[config.mk]
export PLATFORM = sky130hd
export DESIGN_NAME = kb_event_ctrl
export DESIGN_NICKNAME = d
export VERILOG_FILES = /design/src/rtl/kb_event_ctrl.sv
export SDC_FILE = /design/constraint.sdc
export NUM_CORES = 1
export LEC_CHECK = 0
export ABC_AREA = 1
export CAP_MARGIN = 15
export CELL_PAD_IN_SITES_DETAIL_PLACEMENT = 1
export CELL_PAD_IN_SITES_GLOBAL_PLACEMENT = 1
export CORE_MARGIN = 2
export CORE_UTILIZATION = 43
export DETAILED_ROUTE_END_ITERATION = 8
export HOLD_SLACK_MARGIN = 0.05
export PLACE_DENSITY_LB_ADDON = 0.1
export SETUP_SLACK_MARGIN = 0.3
export SYNTH_ARGS = -nofsm -noshare
export SYNTH_HDL_FRONTEND = slang
export SYNTH_SLANG_ARGS = --single-unit
[constraint.sdc]
create_clock -name clk -period 3.92 [get_ports clk]
set_clock_uncertainty 0.2 [all_clocks]
set_input_delay 0.392 -clock clk [delete_from_list [all_inputs] [get_ports clk]]
set_output_delay 0.392 -clock clk [all_outputs]
set_load 0.005 [all_outputs]
[src/rtl/kb_event_ctrl.sv]
// rtl/kb_event_ctrl.sv - PS/2 set-2 scan-code prefix FSM, game-key held tracking and event FIFO
module kb_event_ctrl #(
    parameter int FIFO_DEPTH = 4,
    parameter int TIMEOUT    = 2000000
) (
    input  logic       clk,
    input  logic       rst_n,
    input  logic [7:0] code,
    input  logic       code_valid,
    output logic       evt_valid,
    input  logic       evt_ready,
    output logic [2:0] evt_data,
    output logic       space_held,
    output logic       up_held,
    output logic       down_held,
    output logic       overflow,
    output logic       seq_abort
);

    localparam int AW = $clog2(FIFO_DEPTH);
    localparam int CW = AW + 1;
    localparam int TW = $clog2(TIMEOUT);
    localparam logic [TW-1:0] TMAX    = TW'(TIMEOUT - 1);
    localparam logic [CW-1:0] DEPTH_C = CW'(FIFO_DEPTH);

    localparam logic [7:0] CODE_EXT   = 8'hE0;
    localparam logic [7:0] CODE_BRK   = 8'hF0;
    localparam logic [7:0] CODE_SPACE = 8'h29;
    localparam logic [7:0] CODE_UP    = 8'h75;
    localparam logic [7:0] CODE_DOWN  = 8'h72;

    typedef enum logic [1:0] {
        ST_IDLE,
        ST_EXT,
        ST_BRK,
        ST_EXT_BRK
    } state_t;

    state_t          state_q, state_d;
    logic [TW-1:0]   timer_q, timer_d;
    logic [2:0]      held_q, held_d;
    logic [2:0]      mem_q [FIFO_DEPTH];
    logic [2:0]      mem_d [FIFO_DEPTH];
    logic [AW-1:0]   wr_ptr_q, wr_ptr_d;
    logic [AW-1:0]   rd_ptr_q, rd_ptr_d;
    logic [CW-1:0]   count_q, count_d;
    logic            overflow_q, overflow_d;
    logic            seq_abort_q, seq_abort_d;

    logic            dec_en, dec_ext, dec_brk;
    logic            key_hit;
    logic [1:0]      key_id;
    logic            push, pop, push_ok, full;
    logic [2:0]      push_data;

    // Prefix state machine and stall timer; a byte arriving on the expiry cycle takes priority
    always_comb begin
        state_d     = state_q;
        timer_d     = timer_q;
        seq_abort_d = 1'b0;
        dec_en      = 1'b0;
        dec_ext     = 1'b0;
        dec_brk     = 1'b0;
        if (code_valid) begin
            timer_d = '0;
            case (state_q)
                ST_IDLE: begin
                    if (code == CODE_EXT) begin
                        state_d = ST_EXT;
                    end else if (code == CODE_BRK) begin
                        state_d = ST_BRK;
                    end else begin
                        dec_en = 1'b1;
                    end
                end
                ST_EXT: begin
                    if (code == CODE_BRK) begin
                        state_d = ST_EXT_BRK;
                    end else if (code != CODE_EXT) begin
                        dec_en  = 1'b1;
                        dec_ext = 1'b1;
                        state_d = ST_IDLE;
                    end
                end
                ST_BRK: begin
                    dec_en  = 1'b1;
                    dec_brk = 1'b1;
                    state_d = ST_IDLE;
                end
                default: begin
                    dec_en  = 1'b1;
                    dec_ext = 1'b1;
                    dec_brk = 1'b1;
                    state_d = ST_IDLE;
                end
            endcase
        end else if (state_q != ST_IDLE) begin
            if (timer_q == TMAX) begin
                state_d     = ST_IDLE;
                timer_d     = '0;
                seq_abort_d = 1'b1;
            end else begin
                timer_d = timer_q + TW'(1);
            end
        end
    end

    // Key decode and held tracking; repeats of a held key and breaks of an idle key are ignored
    always_comb begin
        key_hit   = 1'b0;
        key_id    = 2'd0;
        held_d    = held_q;
        push      = 1'b0;
        push_data = 3'd0;
        if (dec_en) begin
            case (code)
                CODE_SPACE: begin
                    key_hit = !dec_ext;
                    key_id  = 2'd0;
                end
                CODE_UP: begin
                    key_hit = 1'b1;
                    key_id  = 2'd1;
                end
                CODE_DOWN: begin
                    key_hit = 1'b1;
                    key_id  = 2'd2;
                end
                default: key_hit = 1'b0;
            endcase
        end
        if (key_hit) begin
            if (!dec_brk && !held_q[key_id]) begin
                held_d[key_id] = 1'b1;
                push           = 1'b1;
                push_data      = {1'b1, key_id};
            end else if (dec_brk && held_q[key_id]) begin
                held_d[key_id] = 1'b0;
                push           = 1'b1;
                push_data      = {1'b0, key_id};
            end
        end
    end

    // Event FIFO bookkeeping; a pop frees the slot a same-cycle push needs when full
    always_comb begin
        mem_d      = mem_q;
        full       = (count_q == DEPTH_C);
        pop        = (count_q != '0) && evt_ready;
        push_ok    = push && (!full || pop);
        overflow_d = push && full && !pop;
        wr_ptr_d   = wr_ptr_q;
        rd_ptr_d   = rd_ptr_q;
        count_d    = count_q;
        if (push_ok) begin
            mem_d[wr_ptr_q] = push_data;
            wr_ptr_d        = wr_ptr_q + AW'(1);
        end
        if (pop) begin
            rd_ptr_d = rd_ptr_q + AW'(1);
        end
        if (push_ok && !pop) begin
            count_d = count_q + CW'(1);
        end else if (!push_ok && pop) begin
            count_d = count_q - CW'(1);
        end
    end

    // State registers with asynchronous clear of everything, including queued events
    always_ff @(posedge clk or negedge rst_n) begin
        if (!rst_n) begin
            state_q     <= ST_IDLE;
            timer_q     <= '0;
            held_q      <= '0;
            mem_q       <= '{default: '0};
            wr_ptr_q    <= '0;
            rd_ptr_q    <= '0;
            count_q     <= '0;
            overflow_q  <= 1'b0;
            seq_abort_q <= 1'b0;
        end else begin
            state_q     <= state_d;
            timer_q     <= timer_d;
            held_q      <= held_d;
            mem_q       <= mem_d;
            wr_ptr_q    <= wr_ptr_d;
            rd_ptr_q    <= rd_ptr_d;
            count_q     <= count_d;
            overflow_q  <= overflow_d;
            seq_abort_q <= seq_abort_d;
        end
    end

    assign evt_valid  = (count_q != '0);
    assign evt_data   = mem_q[rd_ptr_q];
    assign space_held = held_q[0];
    assign up_held    = held_q[1];
    assign down_held  = held_q[2];
    assign overflow   = overflow_q;
    assign seq_abort  = seq_abort_q;

endmodule

==> results.py <==
metrics = {
    "setup_path": {
        "crit_buf_inv": 3,
        "cp_top_family": "simple AND/OR/NAND/NOR gates",
        "slowest_delay_ns": 0.50,
        "worstPathMaxFanout": 7,
        "end_kind": "register",
        "crit_type": "in -> reg",
        "startpoint_type": "primary input",
        "cp.required_ns": 3.91,
        "critPathSlowestCell": "clkdlybuf4s50_1",
        "cp.arrival_ns": 3.39,
        "worstPathCellList": "clkdlybuf4s50_1, nand2_1, nor2_2, nand2_2, nand3_2, nand2_4, nand2_4, nand2_2, nor2_2, nor2_1, ha_1, inv_2, nand3_4, nor2_4, ha_1, inv_1, fa_1, a21oi_1, o21ai_1, xor2_1",
    },
    "global_route": {
        "track_usage_pct": 22.3,
        "grt_start_max_net_pins": 36,
        "first_global_vias": 2807,
        "antenna_found_initial": 0,
        "overflow": 0,
        "grt_pass1_wl_um": 13100,
    },
    "clocking": {
        "cts-root-buf": "clkbuf_8",
        "postCtsSetupRepairBufs": 0,
        "cts.sinks": 47,
        "cts_buffer_depth": 2,
        "clk_pin_slew_worst_paths_ns": 0.09,
        "clk_latency_ns": 0.30,
        "cts_buffers": 5,
        "htreeDepth": 2,
        "cts_tree": "yes",
    },
    "die": {
        "fp-row-count": 30,
        "die_h_um": 87.1,
        "fp.dieW_um": 87.1,
        "io_pins": 21,
        "initial_core_util_pct": 44.2,
        "die-area_mm2": 0.00758,
        "core-area_mm2": 0.00672,
    },
    "sta": {
        "fin_setup_tns_ns": 0,
        "clock.fmax_mhz": 294,
        "tightest_slew_ns": 0.457,
        "final.min_clock_period_ns": 3.40,
        "setup_viol": 0,
        "grt_setup_unrepaired": "false",
        "fin_crit_sh_pct": 86.9,
        "slew_viol_final": 0,
        "hold_violations": 0,
        "relSlewSlack_pct": 69.6,
    },
    "route": {
        "num_vias": 2679,
        "dr_wl_met3_um": 154,
        "drt-pass1-iter-count": 4,
        "highest_layer": "met4",
        "wl_met2_um": 3570,
        "ant_nets": 0,
        "routedWlPerCell_um": 14.9,
        "drc": 0,
        "wl_met1_um": 3770,
        "drt-initial-drc-count": 82,
        "viasPerCell": 5.26,
        "totalWireLength_um": 7600,
    },
    "synthesis": {
        "ys_warn_count": 0,
        "synth-seq-cells": 47,
        "synth_area_per_cell_um2": 7.38,
        "yosysSeqAreaShare_pct": 39.6,
        "syn-cell-area_mm2": 0.00297,
        "ys_types": 34,
        "netlist_instances": 402,
        "syn-num-nets": 423,
    },
    "final_layout": {
        "final_common_cell": "nand2_1",
        "area_growth_syn_to_layout_pct": 13.5,
        "final_cell_mix": "80 x nand2_1, 62 x inv_1, 53 x nor2_1",
        "instances_no_fill": 509,
        "fin_nets": 449,
        "utilization_pct": 50.1,
        "diodes": 0,
        "fill_cells": 861,
        "multi_input_area_mm2": 0.00153,
        "regArea_mm2": 0.00118,
        "drive_gt1_share_pct": 8.86,
    },
    "power": {
        "peakVddDrop_mv": 0.264,
        "power.share.clock_pct": 20.2,
        "switching_share_pct": 38.5,
        "p_leak_nw": 1.55,
        "power_density_mw_per_mm2": 428,
        "power.internal_mw": 0.886,
        "combPwrFrac_pct": 36.3,
        "power.switching_mw": 0.555,
        "p_seq_share_pct": 43.4,
    },
    "placement": {
        "dpl.hpwl_um": 6070,
        "io_buffers": 20,
        "numPlacedInstances": 500,
        "gp_congestion": 0.895,
    },
    "run": {
        "drv_cap": 0,
    },
    "hold_path": {
        "holdCritPathClass": "reg -> reg",
    },
    "outcome": {
        "status": "complete, no violations",
    },
}
[layer usage]
layer  up-vias  GRT usage (%)
li1       1330              -
met5         -              0
met1      1307           31.2
met2        32           36.1
met4         0           6.25
met3        10           3.13
[cell families after synthesis]
family / Yosys count / share of synthesized area (%)
XOR/XNOR: 9 / 2.66
adder cells (fa/ha/maj): 9 / 4.05
AO/OA/AOI/OAI: 52 / 10.1
multiplexers: 1 / 0.380
buffers and inverters: 72 / 9.91
AND/OR/NAND/NOR: 212 / 33.2
flip-flops: 47 / 39.6
[flip-flops by register name, indices dropped and copies added (netlist names), named ones only]
| name | count |
|---|---|
| state_q | 2 |
| count_q | 3 |
| overflow | 1 |
| wr_ptr_q | 2 |
| seq_abort | 1 |
| timer_q | 21 |
| mem_q | 12 |
| rd_ptr_q | 2 |
[cell usage after synthesis, drive strengths merged]
cell | number | area (um^2)
mux2 | 1 | 11.3
o22ai | 1 | 6.26
ha | 8 | 100
inv | 66 | 250
clkinv | 1 | 3.75
o21bai | 12 | 90.1
fa | 1 | 20.0
nand2 | 88 | 358
nor3 | 14 | 75.1
a21oi | 18 | 90.1
or2 | 1 | 6.26
xor2 | 6 | 52.6
buf | 5 | 40.0
dfrtp | 47 | 1180
xnor2 | 3 | 26.3
nor2 | 61 | 256
o21ai | 18 | 90.1
o211ai | 2 | 15.0
nand4 | 11 | 75.1
nand3b | 1 | 7.51
nand3 | 36 | 208
a221oi | 1 | 8.76
[final timing paths]
check                             from           to  slack [ns]  depth (start not counted)
max                            code[6]   count_q[2]        0.52                         20
min                        rd_ptr_q[1]  rd_ptr_q[1]        0.27                          1
max reg2reg                 state_q[1]   count_q[2]        0.88                         15
min reg2reg                rd_ptr_q[1]  rd_ptr_q[1]        0.27                          1
max in group asynchronous        rst_n    async pin        2.48                          3
min in group asynchronous        rst_n  timer_q[19]        0.29                          2
[power by group through the flow]
stage / Clock [mW] / Sequential [mW] / Combinational (mW)
after global placement: 0 / 0.627 / 0.494
final: 0.291 / 0.626 / 0.524
after detailed placement: 0 / 0.636 / 0.523
after CTS: 0.304 / 0.626 / 0.529
after floorplan: 0 / 0.616 / 0.338
after global routing: 0.315 / 0.637 / 0.590
[per-stage QoR]
stage	worst slack (ns)	hold WS, ns	power, mW	area, um^2
3_5_place_dp	0.0202	0.0974	1.16	3240
5_1_grt	0.300	0.294	1.54	3370
3_3_place_gp	0.225	0.0950	1.12	3240
2_1_floorplan	0.672	-0.104	0.954	2970
6_report	0.515	0.272	1.44	3370
4_1_cts	0.347	0.278	1.46	3340
[layout make-up]
cell class / count / area share (%)
Inverter: 67 / 7.54
Multi-Input combinational cell: 283 / 45.3
Clock inverter: 1 / 0.149
Sequential cell: 47 / 34.9
Timing Repair Buffer: 24 / 6.84
Clock buffer: 7 / 2.27
Tap cell: 80 / 2.97
[repair_timing]
| item | in CTS | in global routing |
|---|---|---|
| resized for setup | 0 | 13 |
| setup endpoints to repair | 0 | 2 |
| hold endpoints to repair | 12 | 0 |
| hold buffers | 1 | 0 |
[worst register-to-register path, delay by kind of cell, from the launching register on]
| kind | cells | cell delay (ns) |
|---|---|---|
| AO/OA/AOI/OAI | 3 | 0.40 |
| XOR/XNOR | 1 | 0.14 |
| adder cells (fa/ha/maj) | 3 | 0.83 |
| buffers and inverters | 2 | 0.17 |
| flip-flops | 1 | 0.43 |
| AND/OR/NAND/NOR | 6 | 0.74 |
Note: power is estimated with default switching activity, not from simulation.
